<file path="config.mk">
export PLATFORM = sky130hd
export DESIGN_NAME = scurve_stream_parser
export DESIGN_NICKNAME = d
export VERILOG_FILES = /design/src/rtl/scurve_pkg.sv /design/src/rtl/scurve_fifo_reader.sv /design/src/rtl/scurve_stream_parser.sv
export SDC_FILE = /design/constraint.sdc
export NUM_CORES = 1
export LEC_CHECK = 0
export BUFFER_PORTS_ARGS = -buffer_cell sky130_fd_sc_hd__buf_4
export CAP_MARGIN = 0
export CORE_ASPECT_RATIO = 2
export CORE_MARGIN = 2
export CORE_UTILIZATION = 54
export CTS_BUF_LIST = sky130_fd_sc_hd__clkbuf_8
export DETAILED_ROUTE_END_ITERATION = 12
export GPL_ROUTABILITY_DRIVEN = 0
export MAX_ROUTING_LAYER = met4
export PLACE_DENSITY = 0.83
export SKIP_CTS_REPAIR_TIMING = 1
export SLEW_MARGIN = 15
export SYNTH_ARGS = -nofsm -noshare
export SYNTH_HDL_FRONTEND = slang
export SYNTH_SLANG_ARGS = --single-unit
</file>
<file path="constraint.sdc">
create_clock -name Clk -period 2.55 [get_ports Clk]
set_input_delay 0.1275 -clock Clk [delete_from_list [all_inputs] [get_ports Clk]]
set_output_delay 0.1275 -clock Clk [all_outputs]
set_load 0.01 [all_outputs]
</file>
<file path="src/rtl/scurve_pkg.sv">
// Shared S-curve stream constants: framing words, channel tags, DAC nibble
// and record mode encodings. Also used by the test controller.
package scurve_pkg;

    localparam logic [15:0] SC_HEADER  = 16'h5343;
    localparam logic [15:0] SC_TRAILER = 16'hFF45;

    localparam logic [7:0] TAG_64 = 8'h63;
    localparam logic [7:0] TAG_SC = 8'h43;
    localparam logic [7:0] TAG_SI = 8'h49;

    localparam logic [3:0] DAC_NIB = 4'hD;

    localparam logic [1:0] MODE_64 = 2'd0;
    localparam logic [1:0] MODE_SC = 2'd1;
    localparam logic [1:0] MODE_SI = 2'd2;

    typedef enum logic [2:0] {
        HUNT,
        CHN,
        DAC,
        DATA,
        NEXT
    } state_t;

    function automatic logic chn_ok(input logic [15:0] w);
        return (w[15:8] == TAG_64 || w[15:8] == TAG_SC ||
                w[15:8] == TAG_SI) && (w[7:6] == 2'b00);
    endfunction

    function automatic logic [1:0] tag_mode(input logic [7:0] tag);
        logic [1:0] m;
        case (tag)
            TAG_64:  m = MODE_64;
            TAG_SC:  m = MODE_SC;
            default: m = MODE_SI;
        endcase
        return m;
    endfunction

endpackage

</file>
<file path="src/rtl/scurve_fifo_reader.sv">
// Single-outstanding FIFO read engine: one strobe, data valid next cycle,
// never more than one word in flight.
module scurve_fifo_reader (
    input  logic        Clk,
    input  logic        reset_n,
    input  logic        fifo_empty,
    input  logic [15:0] fifo_dout,
    input  logic        stall,
    output logic        fifo_rd_en,
    output logic [15:0] word,
    output logic        word_v
);

    logic live;

    // live keeps the strobe low while reset is held
    assign fifo_rd_en = live & ~fifo_empty & ~word_v & ~stall;
    assign word       = fifo_dout;

    always_ff @(posedge Clk or negedge reset_n) begin
        if (!reset_n) begin
            live   <= 1'b0;
            word_v <= 1'b0;
        end else begin
            live   <= 1'b1;
            word_v <= fifo_rd_en;
        end
    end

endmodule

</file>
<file path="src/rtl/scurve_stream_parser.sv">
// S-curve stream parser: rebuilds per-DAC-point records from the FIFO stream.
// Optional DAC/channel sequence checking via SCURVE_PARSER_SEQCHK_EN.
module scurve_stream_parser
    import scurve_pkg::*;
#(
    parameter int          DATA_WORDS   = 2,
    parameter logic [15:0] HEADER_WORD  = SC_HEADER,
    parameter logic [15:0] TRAILER_WORD = SC_TRAILER
) (
    input  logic                     Clk,
    input  logic                     reset_n,
    input  logic                     fifo_empty,
    input  logic [15:0]              fifo_dout,
    output logic                     fifo_rd_en,
    output logic                     rec_valid,
    input  logic                     rec_ready,
    output logic [1:0]               rec_mode,
    output logic [5:0]               rec_chn,
    output logic [9:0]               rec_dac,
    output logic [16*DATA_WORDS-1:0] rec_data,
    output logic                     frame_done,
    output logic                     frame_err,
    output logic [15:0]              point_cnt
`ifdef SCURVE_PARSER_SEQCHK_EN
    ,
    output logic                     seq_err
`endif
);

    localparam int IW = (DATA_WORDS > 1) ? $clog2(DATA_WORDS) : 1;

    state_t        state, state_d;
    logic [15:0]   word;
    logic          word_v, stall, accept;
    logic          is_hdr, is_trl, is_chn, is_dac, last_w;
    logic          err_ev, hdr_ev, chn_ev, dac_ev, dat_ev, done_ev;
    logic [IW-1:0] idx;

    scurve_fifo_reader u_reader (
        .Clk       (Clk),
        .reset_n   (reset_n),
        .fifo_empty(fifo_empty),
        .fifo_dout (fifo_dout),
        .stall     (stall),
        .fifo_rd_en(fifo_rd_en),
        .word      (word),
        .word_v    (word_v)
    );

    always_ff @(posedge Clk or negedge reset_n) begin
        if (!reset_n) state <= HUNT;
        else          state <= state_d;
    end

    always_comb begin
        state_d = state;
        err_ev  = 1'b0;
        hdr_ev  = 1'b0;
        chn_ev  = 1'b0;
        dac_ev  = 1'b0;
        dat_ev  = 1'b0;
        done_ev = 1'b0;
        if (word_v) begin
            case (state)
                HUNT: if (is_hdr) begin
                    hdr_ev  = 1'b1;
                    state_d = CHN;
                end
                CHN: if (is_chn) begin
                    chn_ev  = 1'b1;
                    state_d = DAC;
                end else begin
                    err_ev = 1'b1;
                end
                DAC: if (is_dac) begin
                    dac_ev  = 1'b1;
                    state_d = DATA;
                end else begin
                    err_ev = 1'b1;
                end
                DATA: begin
                    dat_ev = 1'b1;
                    if (last_w) state_d = NEXT;
                end
                NEXT: unique case (1'b1)
                    is_dac: begin
                        dac_ev  = 1'b1;
                        state_d = DATA;
                    end
                    is_chn: begin
                        chn_ev  = 1'b1;
                        state_d = DAC;
                    end
                    is_trl: begin
                        done_ev = 1'b1;
                        state_d = HUNT;
                    end
                    is_hdr: begin
                        err_ev  = 1'b1;
                        hdr_ev  = 1'b1;
                        state_d = CHN;
                    end
                    default: err_ev = 1'b1;
                endcase
                default: state_d = HUNT;
            endcase
            // a header seen after a record restarts the frame instead of hunting
            if (err_ev && !hdr_ev) state_d = HUNT;
        end
    end

    always_comb begin
        is_hdr = (word == HEADER_WORD);
        is_trl = (word == TRAILER_WORD);
        is_chn = chn_ok(word);
        is_dac = (word[15:12] == DAC_NIB) && (word[11:10] == 2'b00);
        last_w = (idx == IW'(DATA_WORDS - 1));
        accept = rec_valid & rec_ready;
        stall  = rec_valid & ~rec_ready;
    end

    always_ff @(posedge Clk or negedge reset_n) begin
        if (!reset_n) begin
            rec_valid  <= 1'b0;
            rec_mode   <= '0;
            rec_chn    <= '0;
            rec_dac    <= '0;
            rec_data   <= '0;
            frame_done <= 1'b0;
            frame_err  <= 1'b0;
            point_cnt  <= '0;
            idx        <= '0;
        end else begin
            frame_done <= done_ev;
            if (hdr_ev) frame_err <= 1'b0;
            if (err_ev) frame_err <= 1'b1;
            if (chn_ev) begin
                rec_mode <= tag_mode(word[15:8]);
                rec_chn  <= word[5:0];
            end
            if (dac_ev) begin
                rec_dac <= word[9:0];
                idx     <= '0;
            end
            if (dat_ev) begin
                rec_data[16*idx +: 16] <= word;
                idx                    <= idx + 1'b1;
            end
            if (dat_ev && last_w) rec_valid <= 1'b1;
            else if (accept)      rec_valid <= 1'b0;
            if (hdr_ev)
                point_cnt <= '0;
            else if (accept && point_cnt != 16'hFFFF)
                point_cnt <= point_cnt + 16'd1;
        end
    end

`ifdef SCURVE_PARSER_SEQCHK_EN
    logic [10:0] dac_exp;
    logic [6:0]  chn_exp;

    always_ff @(posedge Clk or negedge reset_n) begin
        if (!reset_n) begin
            seq_err <= 1'b0;
            dac_exp <= '0;
            chn_exp <= '0;
        end else begin
            if (hdr_ev) begin
                seq_err <= 1'b0;
                chn_exp <= '0;
            end
            if (chn_ev) begin
                dac_exp <= '0;
                if (state == NEXT && rec_dac != 10'h3FF) seq_err <= 1'b1;
                if (tag_mode(word[15:8]) == MODE_64) begin
                    if ({1'b0, word[5:0]} != chn_exp) seq_err <= 1'b1;
                    chn_exp <= {1'b0, word[5:0]} + 7'd1;
                end
            end
            if (dac_ev) begin
                if ({1'b0, word[9:0]} != dac_exp) seq_err <= 1'b1;
                dac_exp <= {1'b0, word[9:0]} + 11'd1;
            end
        end
    end
`endif

endmodule

</file>
# Yosys cells after proc, flatten, opt, wreduce, memory -nomap -nowiden
# Index checks and enable logic that the tools add are counted.
[totals] reg_bits=75 in_bits=20 out_inout_bits=70 wordCells=100
[op_classes] addsub=3 eq_ne=16 shift=2 n_mux=38 n_bitwise=9 n_reduce_logical=20
[ops] cell="$neg 5->34" n=1
[ops] cell="$shift 16x34->32 const A" n=1
[ops] cell="$shiftx 16x34->32" n=1
[ops] cell="$bwmux 32" n=1
[ops] cell="$mux 16" n=2
[ops] cell="$mux 1" n=26
[ops] cell="$eq 8x7->1 const B" n=3
[ops] cell="$add 16x1->16 const B" n=1
[ops] cell="$eq 16x15->1 const B" n=1
[ops] cell="$eq 16x16->1 const B" n=1
[ops] cell="$ne 16x16->1 const B" n=1
[ops] cell="$mux 3" n=5
[ops] cell="$pmux 3 s5" n=1
[ops] cell="$ne 3x3->1 const B" n=4
[ops] cell="$pmux 3 s4" n=1
[ops] cell="$reduce_bool 2->1" n=4
[ops] cell="$eq 3x2->1 const B" n=2
[ops] cell="$ne 6x6->1 const B" n=1
[ops] cell="$reduce_and 6->1" n=1
[ops] cell="$reduce_or 2->1" n=3
[ops] cell="$and 1x1->1" n=5
[ops] cell="$logic_and 1x1->1" n=5
[ops] cell="$eq 4x4->1 const B" n=1
[ops] cell="$logic_not 2->1" n=2
[ops] cell="10 further kinds" n=14

# Depth between registers and ports, before layout
# Gate-level depths: netlist of the first run.
[depth] ltp_word=11 mapped_depth=7 depth_no_buf=6

# Cells and area by module
# Synthesis of the first run repeated with hierarchy kept, for this count alone.
[unflattened] cells_unflattened=297 hier_area_um2=3564.7
[modules_own_cells] mod="scurve_stream_parser" instances=1 cells_each=277 area_per_inst_um2=3375.7
[modules_own_cells] mod="scurve_fifo_reader" instances=1 cells_each=20 area_per_inst_um2=188.9

# Worst setup path before layout of the first run
# OpenSTA, ideal clock, no wires.
[synth_path] kind="register -> register" startpoint="reg point_cnt[2]" endpoint="reg point_cnt[15]" arrival_ns=1.688 t_required_ns=2.425 slack_ns=0.737 path_stages_with_launch=7 n_path_buf=1 path_cell_list="dfrtp_1 > nand4_1 > or2_2 > clkbuf_1 > nor3_1 > nand4_1 > mux2_2"
[synth_between] elab_chain_len=3 word_cells_on_any_way=6
[synth_lines] item="start, declared" line="scurve_stream_parser.sv:23" source="output logic [15:0] point_cnt"
[synth_lines] item="start signal, assigned" line="scurve_stream_parser.sv:154" source="point_cnt <= point_cnt + 16'd1;"
[synth_lines] item="$add 16x1->16 or $ne 16x16->1 (tied branches)" line="scurve_stream_parser.sv:154, scurve_stream_parser.sv:153"
[synth_lines] item="$mux 16 or $logic_and 1x1->1 (tied branches)" line="scurve_stream_parser.sv:153" source="else if (accept && point_cnt != 16'hFFFF)"
[synth_lines] item="$mux 16 or $reduce_bool 2->1 (tied branches)"
# Parallel ways exist; a longest one is shown, timed or not. The select of a mux whose other input is x is not followed.
# A chain may end at the register's enable or synchronous reset.

# Worst setup path after layout of the first run
[layout_path] startpoint="reg point_cnt[7]" endpoint="reg point_cnt[15]"
# Same word-level chain as after synthesis.

==> flow_metrics.env, run 1 <==
export IMPL_status="finished with violations"
export IMPL_failed_checks="hold timing"
export IMPL_drt_iter0_drc=105
export IMPL_worstSetupEndpointType="register"
export IMPL_clk_latency_ps=350
export IMPL_rsz_0062_raised_after_global_routing="no"
export IMPL_finalWorstPathRequiredPeriod_ps=1940
export IMPL_grt_max_degree=76
export IMPL_worst_ir_drop_vdd_mv=0.584
export IMPL_cts_root_buf="clkbuf_8"
export IMPL_slew_viol_final=0
export IMPL_tritoncts_num_sinks=75
export IMPL_total_leakage_power_uw=0.00209
export IMPL_layout_filler_cells=431
export IMPL_ys_warn_count=0
export IMPL_compound_gate_fraction_of_synth_area_pct=3.24
export IMPL_synth_area_mux_share_pct=16.9
export IMPL_layout_nets=390
export IMPL_io_pins=90
export IMPL_synth_simple_gate_area_share_pct=17.1
export IMPL_synth_area_top_cells="dfrtp_1, mux2_2, xnor2_1"
export IMPL_gr_total_overflow=0
export IMPL_synth_nets=296
export IMPL_final_hold_violation_count=75
export IMPL_netlist_top_cells_count="dfrtp_1, mux2_2, nor2_1"
export IMPL_startpoint_type="register"
export IMPL_synth_most_common_cell="dfrtp_1"
export IMPL_antenna_diode_count=0
export IMPL_clock_path_buffers=2
export IMPL_via_count=2538
export IMPL_worstSetupPathType="reg2reg"
export IMPL_timing_max_cap_violations=0
export IMPL_synth_enable_flop_cells=0
export IMPL_yosys_most_used_dff="dfrtp_1"
export IMPL_antenna_found_initial=0
export IMPL_power_density_cell_area_nw_per_um2=587
export IMPL_half_perimeter_wire_length_after_detailed_placement_um=5940
export IMPL_synth_top_family_by_area="simple AND/OR/NAND/NOR gates"
export IMPL_synth_seq_area_share_pct=55.3
export IMPL_numPortBuffers=89
export IMPL_post_synth_fa_ha_maj_area_fraction_pct=0.369
export IMPL_clkSlewWorstSetupHoldPaths_ps=80
export IMPL_drive_gt1_share_pct=45.2
export IMPL_synth_avg_cell_area_um2=12.3
export IMPL_remaining_drc_errors=0
export IMPL_final_period_utilization_pct=76.2
export IMPL_worstPathRequired_ps=2790
export IMPL_async_flop_share_pct=100
export IMPL_critical_path_max_fanout=12
export IMPL_floorplan_die_height_um=116
export IMPL_finalSetupTns_ps=0
export IMPL_area_growth_synth_to_final_pct=29.7
export IMPL_post_synth_xor_area_fraction_pct=4.13
export IMPL_route_detailed_wl_per_inst_um=17.5
export IMPL_clock_fmax_ghz=0.515
export IMPL_syn_inst_count=275
export IMPL_dieArea_um2=6980
export IMPL_skew_ps=8.01
export IMPL_data_arrival_time_at_the_worst_slack_endpoint_ps=2180
export IMPL_transition_time_at_the_pin_with_the_least_slew_margin_ps=918
export IMPL_tritoncts="yes"
export IMPL_worst_slew_margin_rel_pct=38.8
export IMPL_total_power_uw=2590
export IMPL_cts_inserted_buffers=9
export IMPL_postSynthRegisterBits=75
export IMPL_netlist_area_um2=3390
export IMPL_die_width_um=60.1
export IMPL_placementRows=40
export IMPL_synth_distinct_cells=44
export IMPL_start_util_pct=56.1
export IMPL_first_pass_iters=4
export IMPL_synth_top_cell_area_share_pct=55.3
export IMPL_grt_util_all_layers_pct=25.9
export IMPL_hold_path_class="in2async"
export IMPL_drt_wl_total_um=8000
export IMPL_hold_worst_slack_ps=-97.5
export IMPL_number_of_global_route_vias_before_repair=2711
export IMPL_grt_pass1_wl_um=12900
export IMPL_coreArea_um2=6060
export IMPL_post_detailed_route_via_to_cell_ratio=5.54
export IMPL_cts_htree_levels=3
export IMPL_drtAntennaViolNets=0
export IMPL_most_area_hungry_cell_type_in_the_yosys_netlist="dfrtp_1"
export IMPL_setup_viol=0
worst max-delay path: stages (launching register included):
cell,delay [ps]
dfrtp_1,460
nand4_1,260
nor4_1,350
buf_4,230
nor3_1,90
nand4_1,110
mux2_2,330
cell type report:
class	count	area, µm²	area share [%]
Clock buffer	9	124	2.81
Inverter	4	15.0	0.341
Tap cell	84	105	2.39
Clock inverter	7	140	3.18
Timing Repair Buffer	95	716	16.3
Multi-Input combinational cell	184	1430	32.4
Sequential cell	75	1880	42.6
sequential cells by signal, summed over array words and instances (netlist names), 2 cells and up:
| signal | count |
|---|---|
| point_cnt | 16 |
| rec_dac | 10 |
| rec_data | 32 |
| rec_chn | 6 |
| state | 3 |
| rec_mode | 2 |
report_power, final:
| part | internal (µW) | switching (µW) |
|---|---|---|
| registers | 1210 | 31.1 |
| logic | 81.2 | 91.7 |
| clock network | 746 | 423 |
stage by stage:
step                utilization (%)  area [µm²]  hold slack (ps)  cells  setup WS [ps]
global placement               68.2        4130              304    441            672
detailed placement             68.2        4130              306    441            648
CTS                            72.5        4390            -71.9    457            638
global route                   72.7        4400             1.30    458            480
finish                         72.7        4400            -97.5    458            607
floorplan                         -        3390             -168    275            737
routing by layer:
metal | share of wire [%] | up-vias | routed length, µm | global-route usage (%)
met5 | 0 | - | 0 | -
met4 | 3.1 | 0 | 245 | 15.0
met3 | 4.0 | 22 | 322 | 4.21
met2 | 58 | 85 | 4630 | 44.2
met1 | 35 | 1260 | 2810 | 27.2
li1 | - | 1171 | - | -
placed cells by master, fill, tap and decap left out, types with 2 or more instances in the layout:
master,Yosys,layout
nor3_1,7,7
clkinvlp_4,0,2
and3_1,2,2
clkbuf_8,0,9
nand4_1,9,9
nand2b_1,3,3
nand2_1,14,14
o21ai_0,8,8
nor4_1,7,7
buf_4,2,94
a22o_1,2,2
dfrtp_1,75,75
nor3b_1,3,2
nor4b_1,5,5
nand3_1,6,6
nand4b_1,2,2
nor2b_1,6,6
xnor2_1,15,15
inv_1,4,4
nor2_1,22,22
mux2_2,51,51
bufinv_16,0,4
a21oi_1,2,2
kinds of logic (layout without fill, tap and decap cells):
logic type	count (synthesis)	after routing
AOI/OAI and AO/OA	17	17
adders and majority gates	1	1
buffers and inverters	16	115
and+or+nand+nor	98	98
other	1	1
xor gates and xnor gates	16	16
muxes	51	51
DFF	75	75
path summary, 6_finish.rpt:
path / slack (ps) / to / from / cells past startpoint
min: -100 / point_cnt[9] / reset_n / 1
max reg2reg: 610 / point_cnt[15] / point_cnt[7] / 6
min reg2reg: 510 / rec_data[26] / rec_data[26] / 1
max: 610 / point_cnt[15] / point_cnt[7] / 6
max in group asynchronous: 2040 / point_cnt[1] / reset_n / 1
min in group Clk: 50 / rec_chn[3] / fifo_dout[3] / 2
(Power assumes the default switching activity.)
==> inputs of run 2 (changes only) <==
--- a/config.mk
+++ b/config.mk
@@ -9,12 +9,12 @@
 export CAP_MARGIN = 0
 export CORE_ASPECT_RATIO = 2
 export CORE_MARGIN = 2
-export CORE_UTILIZATION = 54
+export CORE_UTILIZATION = 49
 export CTS_BUF_LIST = sky130_fd_sc_hd__clkbuf_8
 export DETAILED_ROUTE_END_ITERATION = 12
 export GPL_ROUTABILITY_DRIVEN = 0
 export MAX_ROUTING_LAYER = met4
-export PLACE_DENSITY = 0.83
+export PLACE_DENSITY = 0.79
 export SKIP_CTS_REPAIR_TIMING = 1
 export SLEW_MARGIN = 15
 export SYNTH_ARGS = -nofsm -noshare
==> constraint.sdc (replaced) <==
create_clock -name Clk -period 1.6 [get_ports Clk]
set_input_delay 0.08 -clock Clk [delete_from_list [all_inputs] [get_ports Clk]]
set_output_delay 0.08 -clock Clk [all_outputs]
set_load 0.01 [all_outputs]
==> run 2 against run 1 <==
The flow finishes with violations (hold timing, setup timing). Largest power group unchanged. Worst hold slack better by 82 ps. Combinational power rose by 150%. Highest routed layer unchanged. Routed wire length up 21%. Critical endpoint unchanged.
==> flow_metrics.env, run 2 (same netlist as run 1, synthesis figures left out) <==
export IMPL_status="finished with violations"
export IMPL_failed_checks="hold timing, setup timing"
export IMPL_largest_register_ffs=32
export IMPL_layout_nets=462
export IMPL_clock_fmax_ghz=0.562
export IMPL_die_width_um=62.9
export IMPL_cts_inserted_buffers=9
export IMPL_remaining_drc_errors=0
export IMPL_rsz_0062_raised_after_global_routing="yes"
export IMPL_total_leakage_power_uw=0.00251
export IMPL_grt_pass1_wl_um=14500
export IMPL_grt_util_all_layers_pct=25.6
export IMPL_timing_rr_end="point_cnt[15]"
export IMPL_start_util_pct=49.7
export IMPL_number_of_global_route_vias_before_repair=2923
export IMPL_half_perimeter_wire_length_after_detailed_placement_um=6800
export IMPL_tritoncts_num_sinks=75
export IMPL_dieArea_um2=7650
export IMPL_final_period_utilization_pct=111
export IMPL_drt_iter0_drc=168
export IMPL_hold_path_class="in2reg"
export IMPL_via_count=2930
export IMPL_critical_path_max_fanout=8
export IMPL_cts_root_buf="clkbuf_8"
export IMPL_skew_ps=7.18
export IMPL_worstSetupEndpointType="register"
export IMPL_first_pass_iters=4
export IMPL_floorplan_die_height_um=122
export IMPL_max_flop_register="rec_data"
export IMPL_power_density_cell_area_nw_per_um2=767
export IMPL_io_pins=90
export IMPL_most_common_layout_cells="buf_4, dfrtp_1, mux2_4"
export IMPL_clock_path_buffers=2
export IMPL_cts_htree_levels=3
export IMPL_startpoint_type="register"
export IMPL_clk_latency_ps=360
export IMPL_finalWorstPathRequiredPeriod_ps=1780
export IMPL_r2r_worst_path_cells=6
export IMPL_finalSetupTns_ps=-1360
export IMPL_tritoncts="yes"
export IMPL_layout_setup_ws_ps=-178
export IMPL_cp_startpoint="point_cnt[3]"
export IMPL_setup_reg_to_reg_worst_slack_ps=-180
export IMPL_gr_total_overflow=0
export IMPL_final_hold_violation_count=2
export IMPL_antenna_found_initial=0
export IMPL_layout_filler_cells=433
export IMPL_route_detailed_wl_per_inst_um=18.1
export IMPL_drive_gt1_share_pct=58.3
export IMPL_numPortBuffers=89
export IMPL_drtAntennaViolNets=0
export IMPL_data_arrival_time_at_the_worst_slack_endpoint_ps=2030
export IMPL_coreArea_um2=6830
export IMPL_largestRegisters="rec_data (32), point_cnt (16), rec_dac (10)"
export IMPL_hold_worst_slack_ps=-15.8
export IMPL_crit_path_end="point_cnt[15]"
export IMPL_worstSetupPathType="reg2reg"
export IMPL_timing_max_cap_violations=0
export IMPL_total_power_uw=4020
export IMPL_layout_cells_most_common="buf_4"
export IMPL_area_growth_synth_to_final_pct=54.3
export IMPL_slew_viol_final=0
export IMPL_placementRows=43
export IMPL_antenna_diode_count=0
export IMPL_worst_ir_drop_vdd_mv=0.717
export IMPL_worstPathRequired_ps=1850
export IMPL_timing_rr_start="point_cnt[3]"
export IMPL_drt_wl_total_um=9690
export IMPL_post_detailed_route_via_to_cell_ratio=5.47
export IMPL_setup_viol=20
export IMPL_clkSlewWorstSetupHoldPaths_ps=80
export IMPL_grt_max_degree=33
-- run 2: cell types whose count changed in the layout (fill, tap and decap cells not counted), moves of 3 or more --
cell | before | now
nor4b_1 | 5 | 2
dlygate4sd3_1 | 1 | 8
dfrtp_2 | 0 | 7
mux2_2 | 51 | 25
nor4_1 | 7 | 4
buf_4 | 94 | 151
nor3_4 | 0 | 3
buf_6 | 0 | 8
nor3_1 | 7 | 4
mux2_4 | 0 | 26
dfrtp_1 | 75 | 68
-- run 2: where the power goes --
part | switching (µW) | total [µW] | internal [µW]
Clock | 702 | 1620 | 919
Sequential | 35.9 | 1970 | 1930
Combinational | 202 | 425 | 223
-- run 2: area by class of cell --
type | instances | area (µm²) | share of cell area (%)
Sequential cell | 75 | 1890 | 36.0
Tap cell | 90 | 113 | 2.15
Clock buffer | 10 | 138 | 2.63
Clock inverter | 6 | 88.8 | 1.70
Multi-Input combinational cell | 184 | 1690 | 32.3
Inverter | 4 | 17.5 | 0.334
Timing Repair Buffer | 167 | 1300 | 24.9
-- run 2: worst min path at each step --
stage / startpoint / to / slack (ps) / depth (start not counted)
2_1_floorplan: reset_n / frame_done / -220 / 0
3_3_place_gp: reset_n / rec_data[14] / 30 / 1
3_5_place_dp: reset_n / rec_data[14] / 40 / 1
4_1_cts: reset_n / rec_chn[2] / -350 / 1
5_1_grt: fifo_dout[6] / rec_data[22] / -0.6 / 2
6_report: fifo_dout[6] / rec_data[22] / -20 / 2
-- run 2: metal layers --
layer | routed length, µm | vias to the layer above | track usage (%)
li1 | - | 1315 | -
met1 | 3760 | 1491 | 28.1
met2 | 5130 | 98 | 44.0
met3 | 505 | 26 | 5.82
met4 | 298 | 0 | 11.7
met5 | 0 | - | -
-- run 2: stage by stage --
step / area [µm²] / cells / setup WS (ps) / utilization [%]
2_1_floorplan: 3550 / 275 / -114 / -
3_5_place_dp: 4660 / 502 / -183 / 68.2
5_1_grt: 5240 / 536 / -260 / 76.7
6_report: 5240 / 536 / -178 / 76.7
4_1_cts: 4880 / 518 / -211 / 71.5
3_3_place_gp: 4660 / 502 / -183 / 68.2
-- run 2: worst max-delay path, cell delays in order (launching register included) --
cell and delay [ps]:
dfrtp_1 370, nand4_1 150, buf_4 170, or2_4 300, nor3_4 190, nand4_1 170
mux2_4 320
